--- src/rtl/bpf_forwarder_if.sv ---
// rtl/bpf_forwarder_if.sv - 64-bit packet stream between forwarder and egress
interface bpf_forwarder_if;
    logic [63:0] m_tdata;
    logic [7:0]  m_tkeep;
    logic        m_tvalid;
    logic        m_tready;
    logic        m_tlast;

    modport master (
        output m_tdata, m_tkeep, m_tvalid, m_tlast,
        input  m_tready
    );

    modport slave (
        input  m_tdata, m_tkeep, m_tvalid, m_tlast,
        output m_tready
    );
endinterface

--- src/rtl/bpf_forwarder.sv ---
// rtl/bpf_forwarder.sv - reads bpfvm packet buffers out of packet memory and streams them
module bpf_forwarder #(
    parameter int ADDR_WIDTH = 10,
    parameter int LEN_WIDTH  = ADDR_WIDTH + 4
) (
    input  logic                  clk,
    input  logic                  rst,
    input  logic                  ready_for_forwarder,
    input  logic [LEN_WIDTH-1:0]  packet_len,
    output logic [ADDR_WIDTH-1:0] forwarder_rd_addr,
    output logic                  forwarder_rd_en,
    input  logic [63:0]           forwarder_rd_data,
    output logic                  forwarder_done,
    output logic [31:0]           pkt_count,
    bpf_forwarder_if.master       m_axis
);
    localparam logic [1:0] S_IDLE  = 2'd0;
    localparam logic [1:0] S_READ  = 2'd1;
    localparam logic [1:0] S_DRAIN = 2'd2;
    localparam logic [1:0] S_DONE  = 2'd3;

    localparam logic [ADDR_WIDTH:0] ONE      = {{ADDR_WIDTH{1'b0}}, 1'b1};
    localparam logic [ADDR_WIDTH:0] MAX_BEAT = {1'b1, {ADDR_WIDTH{1'b0}}};

    logic [1:0]          state_q, state_d;
    logic [ADDR_WIDTH:0] beats_q, beats_d;
    logic [ADDR_WIDTH:0] issued_q, issued_d;
    logic [ADDR_WIDTH:0] popped_q, popped_d;
    logic [7:0]          keep_last_q, keep_last_d;
    logic                inflight_q, inflight_d;
    logic [63:0]         fifo_mem_q [2];
    logic [63:0]         fifo_mem_d [2];
    logic                wr_ptr_q, wr_ptr_d;
    logic                rd_ptr_q, rd_ptr_d;
    logic [1:0]          count_q, count_d;
    logic [31:0]         pkt_count_q, pkt_count_d;

    logic        head_valid;
    logic [63:0] head_data;
    logic        is_last;
    logic        pop;
    logic        pop_stored;
    logic        push;
    logic        rd_en;
    logic        len_part;
    logic        len_over;

    // Read data is presented straight from memory when the FIFO is empty, so
    // the first beat appears the cycle the read returns.
    always_comb begin
        head_valid = (count_q != 2'd0) || inflight_q;
        head_data  = (count_q != 2'd0) ? fifo_mem_q[rd_ptr_q] : forwarder_rd_data;
        is_last    = (popped_q == beats_q - ONE);
        pop        = head_valid && m_axis.m_tready;
        pop_stored = pop && (count_q != 2'd0);
        push       = inflight_q && !(pop && (count_q == 2'd0));
        rd_en      = (state_q == S_READ) &&
                     (({1'b0, count_q} + {2'b00, inflight_q}) < 3'd2);
        len_part   = |packet_len[2:0];
        len_over   = packet_len[ADDR_WIDTH+3] && (|packet_len[ADDR_WIDTH+2:0]);
    end

    assign m_axis.m_tvalid = head_valid;
    assign m_axis.m_tdata  = head_valid ? head_data : 64'd0;
    assign m_axis.m_tkeep  = head_valid ? (is_last ? keep_last_q : 8'hFF) : 8'h00;
    assign m_axis.m_tlast  = head_valid && is_last;

    assign forwarder_rd_en   = rd_en;
    assign forwarder_rd_addr = issued_q[ADDR_WIDTH-1:0];
    assign forwarder_done    = (state_q == S_DONE);
    assign pkt_count         = pkt_count_q;

    always_comb begin
        state_d     = state_q;
        beats_d     = beats_q;
        keep_last_d = keep_last_q;
        issued_d    = issued_q + (rd_en ? ONE : '0);
        popped_d    = popped_q + (pop ? ONE : '0);
        inflight_d  = rd_en;
        fifo_mem_d  = fifo_mem_q;
        wr_ptr_d    = wr_ptr_q;
        rd_ptr_d    = rd_ptr_q;
        count_d     = count_q + {1'b0, push} - {1'b0, pop_stored};
        pkt_count_d = pkt_count_q;

        if (push) begin
            fifo_mem_d[wr_ptr_q] = forwarder_rd_data;
            wr_ptr_d             = ~wr_ptr_q;
        end
        if (pop_stored) begin
            rd_ptr_d = ~rd_ptr_q;
        end

        case (state_q)
            S_IDLE: begin
                if (ready_for_forwarder) begin
                    issued_d = '0;
                    popped_d = '0;
                    // Oversized lengths fill the whole buffer with full beats.
                    if (len_over) begin
                        beats_d     = MAX_BEAT;
                        keep_last_d = 8'hFF;
                    end else begin
                        beats_d     = packet_len[ADDR_WIDTH+3:3] + {{ADDR_WIDTH{1'b0}}, len_part};
                        keep_last_d = len_part ? ~(8'hFF >> packet_len[2:0]) : 8'hFF;
                    end
                    state_d = (packet_len == '0) ? S_DONE : S_READ;
                end
            end
            S_READ: begin
                if (rd_en && (issued_q == beats_q - ONE)) begin
                    state_d = S_DRAIN;
                end
            end
            S_DRAIN: begin
                if (pop && is_last) begin
                    state_d = S_DONE;
                end
            end
            default: begin
                pkt_count_d = pkt_count_q + 32'd1;
                state_d     = S_IDLE;
            end
        endcase
    end

    always_ff @(posedge clk or posedge rst) begin
        if (rst) begin
            state_q       <= S_IDLE;
            beats_q       <= '0;
            keep_last_q   <= 8'h00;
            issued_q      <= '0;
            popped_q      <= '0;
            inflight_q    <= 1'b0;
            fifo_mem_q[0] <= 64'd0;
            fifo_mem_q[1] <= 64'd0;
            wr_ptr_q      <= 1'b0;
            rd_ptr_q      <= 1'b0;
            count_q       <= 2'd0;
            pkt_count_q   <= 32'd0;
        end else begin
            state_q       <= state_d;
            beats_q       <= beats_d;
            keep_last_q   <= keep_last_d;
            issued_q      <= issued_d;
            popped_q      <= popped_d;
            inflight_q    <= inflight_d;
            fifo_mem_q[0] <= fifo_mem_d[0];
            fifo_mem_q[1] <= fifo_mem_d[1];
            wr_ptr_q      <= wr_ptr_d;
            rd_ptr_q      <= rd_ptr_d;
            count_q       <= count_d;
            pkt_count_q   <= pkt_count_d;
        end
    end
endmodule

--- src/flat_wrapper.sv ---
// flat-port wrapper written by rule: the top's interface ports become plain ports
module bpf_forwarder_flat 
#(
    parameter int ADDR_WIDTH = 10,
    parameter int LEN_WIDTH  = ADDR_WIDTH + 4
)
  (clk, rst, ready_for_forwarder, packet_len, forwarder_rd_addr, forwarder_rd_en, forwarder_rd_data, forwarder_done, pkt_count, m_axis_m_tdata, m_axis_m_tkeep, m_axis_m_tvalid, m_axis_m_tlast, m_axis_m_tready);
  bpf_forwarder_if m_axis_i ();
  input  logic clk;
  input  logic rst;
  input  logic ready_for_forwarder;
  input  logic [LEN_WIDTH-1:0] packet_len;
  output logic [ADDR_WIDTH-1:0] forwarder_rd_addr;
  output logic forwarder_rd_en;
  input  logic [63:0] forwarder_rd_data;
  output logic forwarder_done;
  output logic [31:0] pkt_count;
  output wire logic [$bits(m_axis_i.m_tdata)-1:0] m_axis_m_tdata;
  output wire logic [$bits(m_axis_i.m_tkeep)-1:0] m_axis_m_tkeep;
  output wire logic [$bits(m_axis_i.m_tvalid)-1:0] m_axis_m_tvalid;
  output wire logic [$bits(m_axis_i.m_tlast)-1:0] m_axis_m_tlast;
  input wire logic [$bits(m_axis_i.m_tready)-1:0] m_axis_m_tready;
  assign m_axis_m_tdata = m_axis_i.m_tdata;
  assign m_axis_m_tkeep = m_axis_i.m_tkeep;
  assign m_axis_m_tvalid = m_axis_i.m_tvalid;
  assign m_axis_m_tlast = m_axis_i.m_tlast;
  assign m_axis_i.m_tready = m_axis_m_tready;
  bpf_forwarder #(.ADDR_WIDTH(ADDR_WIDTH), .LEN_WIDTH(LEN_WIDTH)) u_core (.clk(clk), .rst(rst), .ready_for_forwarder(ready_for_forwarder), .packet_len(packet_len), .forwarder_rd_addr(forwarder_rd_addr), .forwarder_rd_en(forwarder_rd_en), .forwarder_rd_data(forwarder_rd_data), .forwarder_done(forwarder_done), .pkt_count(pkt_count), .m_axis(m_axis_i));
endmodule
--- config.mk ---
export PLATFORM = sky130hd
export DESIGN_NAME = bpf_forwarder_flat
export DESIGN_NICKNAME = d
export VERILOG_FILES = /design/src/rtl/bpf_forwarder_if.sv /design/src/rtl/bpf_forwarder.sv /design/src/flat_wrapper.sv
export SDC_FILE = /design/constraint.sdc
export NUM_CORES = 1
export LEC_CHECK = 0
export CAP_MARGIN = 15
export CELL_PAD_IN_SITES_DETAIL_PLACEMENT = 1
export CELL_PAD_IN_SITES_GLOBAL_PLACEMENT = 2
export CORE_MARGIN = 5
export CORE_UTILIZATION = 37
export DETAILED_ROUTE_END_ITERATION = 12
export PLACE_DENSITY_LB_ADDON = 0.25
export SYNTH_ARGS = -nofsm -noshare
export SYNTH_HDL_FRONTEND = slang
export SYNTH_SLANG_ARGS = --single-unit
--- constraint.sdc ---
create_clock -name clk -period 22.4 [get_ports clk]
set_input_delay 5.6 -clock clk [delete_from_list [all_inputs] [get_ports clk]]
set_output_delay 5.6 -clock clk [all_outputs]
set_load 0.02 [all_outputs]
==> results.md <==
- Fin. max-slew vios: 0
- Clock Pin Slew Worst Setup and Hold Paths: 0.06 ns
- Period utilization: 56.7%
- CTS Sinks: 208
- Critical Path AT: 7.10 ns
- Detailed placement HPWL: 19300 um
- Fin nets: 1221
- CP max-delay cell: clkdlybuf4s50_1
- Reg2reg path depth: 7
- H-Tree Level Count: 1
- Via/cell ratio: 5.17
- Synth Area in Compound Gates: 7.22%
- DR WL/cell: 18.8 um
- 1st-iter DRT viols: 304
- Design Area, Final: 13800 um^2
- Grt total ovfl: 0
- TNS Setup: 0 ns
- CP Capture Type: output pin
- I/O pins: 200
- Rows: 62
- Worst-Skew Late Latency: 0.52 ns
- R2R Setup Slk: 18.93 ns
- MaxCap Viol Count: 0
- Data required, critical path: 16.80 ns
- Vias in the first global route: 8674
- Layout Area Growth over Synthesis: 29.6%
- Hold slack: 0.474 ns
- Sequential fraction of the synthesis area: 48.8%
- Total CTS buffers: 25
- Deepest clock path buffer count: 3
- Top FF cell, synth: dfrtp_1
- CTS tree: done
- Most common cell after layout, fill and taps aside: dfrtp_1
- Routed Antenna Nets: 0
- Adder-Cell Fraction of Synth Area: 1.99%
- Worst Path Max Fanout: 3
- Most frequent CP cell: clkdlybuf4s50_1
- Hold_buf cts: 0
- Crit path to: m_axis_m_tdata[32]
- Post CTS Setup Buffer Count: 0
- Syn nets: 1059
- Reg2reg start: u_core.count_q[1]
- R2r endpoint: u_core.fifo_mem_q[12]
- Final worst setup slack: 9.70 ns
- Initial Util: 37.3%
- Mapped Cells: 960
- Headroom to the max-slew limit: 32.9%
- Status: complete, no violations
- Tot GR Track Use: 17.4%
- DRC Markers: 0
- Vias: 7894
- Warnings from Yosys: 0
- Tmin final: 12.70 ns
- XOR/XNOR share of the synthesized area: 6.82%
- Core Area: 28600 um^2
- Most frequent cells in the layout: 206 x dfrtp_1, 199 x clkdlybuf4s50_1, 129 x mux2_2
- Largest net degree at the start of global routing: 143
- Horiz. Die Dim: 180 um
- Final count of hold timing violations: 0
- Cell Chain, Critical Path: clkdlybuf4s50_1 -> nand3_1 -> o21ai_0 -> clkdlybuf4s50_1
- Crit path from: forwarder_rd_data[32]
- Placed instance area: 12900 um^2
- Asr flop ratio synth: 100%
- Least-Margin Pin Slew: 1.01 ns
- CTS root buf: clkbuf_16
- Chip Height: 180 um
- Leakage power: 5.77 nW
- Yosys reg bits: 208
- Placement Setup Slack: 9.71 ns
- CP peak stage delay: 0.69 ns
- GP Congestion: 0.749
- Post-Syn Area: 10700 um^2
- Pre-Repair DR Iteration Count: 4
- Distinct cells, synth: 57
- Post-cts resize count: 0
- Die area: 32400 um^2
- Final setup fails: 0
- Routed wire length: 28700 um
- P per Cell Area: 152 nW/um^2
- EDFF count, synth: 0
- Critical Path Source Type: input pin
- Type of the most critical hold path: flop to flop
- Mean Syn Cell Area: 11.1 um^2
- Mux contribution to synthesized area: 19.8%
- Fraction of layout cells with a size suffix above 1: 17.1%
- Largest family of logic cells by synthesized area: multiplexers
- Fmax: 78.8 MHz
- Global-route wire length before repair: 47300 um
- Clk_skew: 0.0106 ns
- RSZ-0062 raised after global routing: no
- I/O Buffers: 199
- Critical path class: input pin to output pin
- Peak supply drop: 0.0634 mV
- Simple-gate share of the synthesized area: 11.8%
- Antenna violations before repair: 0
critical path, delay by kind of cell:
family / cells / cell delay [ns]
and+or+nand+nor: 1 / 0.08
buffers and inverters: 2 / 1.23
AOI/OAI and AO/OA: 1 / 0.19
cell type report:
class,instances,area [um^2]
clock buffer,33,706
tap,384,480
antenna,1,2.50
multi-input combinational,664,5110
clock inverter,13,196
fill,3053,14800
timing repair buffer,207,2060
sequential,208,5210
inverter,16,67.6
through the flow:
stage	std cells	utilization, %	total power [mW]
2_1_floorplan	960	-	1.27
3_3_place_gp	1477	45.1	1.65
3_5_place_dp	1477	45.1	1.68
4_1_cts	1523	48.2	2.13
5_1_grt	1525	48.3	2.24
6_report	1526	48.3	2.10
worst min-delay path by stage:
stage / start / end / slack, ns / cells past startpoint
5_1_grt: u_core.pkt_count[8] / u_core.pkt_count[8] / 0.50 / 1
3_3_place_gp: u_core.keep_last_q[7] / u_core.keep_last_q[7] / 0.46 / 1
3_5_place_dp: u_core.keep_last_q[7] / u_core.keep_last_q[7] / 0.46 / 1
6_report: u_core.keep_last_q[7] / u_core.keep_last_q[7] / 0.47 / 1
4_1_cts: u_core.keep_last_q[7] / u_core.keep_last_q[7] / 0.48 / 1
2_1_floorplan: u_core.keep_last_q[7] / u_core.keep_last_q[7] / 0.44 / 1
power breakdown:
part | total [mW] | leakage (nW) | switching, mW | internal (mW)
logic | 1.00 | 2.76 | 0.506 | 0.497
clock network | 0.439 | 0.446 | 0.160 | 0.279
registers | 0.658 | 2.56 | 0.131 | 0.527
total | 2.10 | 5.77 | 0.797 | 1.30
cells in the mapped netlist (all sizes together), types with 5 or more instances:
cell type  instances  area [um^2]
nand4              8         50.1
buf               23          138
mux2             130         1470
nor4               7         73.8
nor2b              5         31.3
nor3               7         35.0
and2               7         43.8
or3               11         68.8
xor2              35          307
o21a               8         60.1
a21oi             14         70.1
inv               16         60.1
clkbuf            49          184
and3              16          100
o21ai             84          420
xnor2             43          377
ha                17          213
mux2i             65          651
nand2             35          131
dfrtp            208         5200
nor2              37          139
nand3             92          460
flip-flops by register name, indices dropped and copies added (netlist names), 2 cells and up:
register	count
u_core.pkt_count	32
u_core.fifo_mem_q	128
u_core.issued_q	11
u_core.popped_q	11
u_core.count_q	2
u_core.beats_q	11
u_core.keep_last_q	8
u_core.state_q	2
metal layers:
| metal | GRT usage, % | share of wire, % |
|---|---|---|
| met5 | 0 | 0 |
| met4 | 3.14 | 1.5 |
| met3 | 4.51 | 5.6 |
| met2 | 28.5 | 46 |
| met1 | 23.6 | 47 |
logic make-up after synthesis:
group                    Yosys count
AO/OA/AOI/OAI                    132
buffers and inverters             88
AND/OR/NAND/NOR                  240
flip-flops                       208
XOR/XNOR                          80
adder cells (fa/ha/maj)           17
multiplexers                     195
No activity file was read; power rests on OpenSTA's default activity.
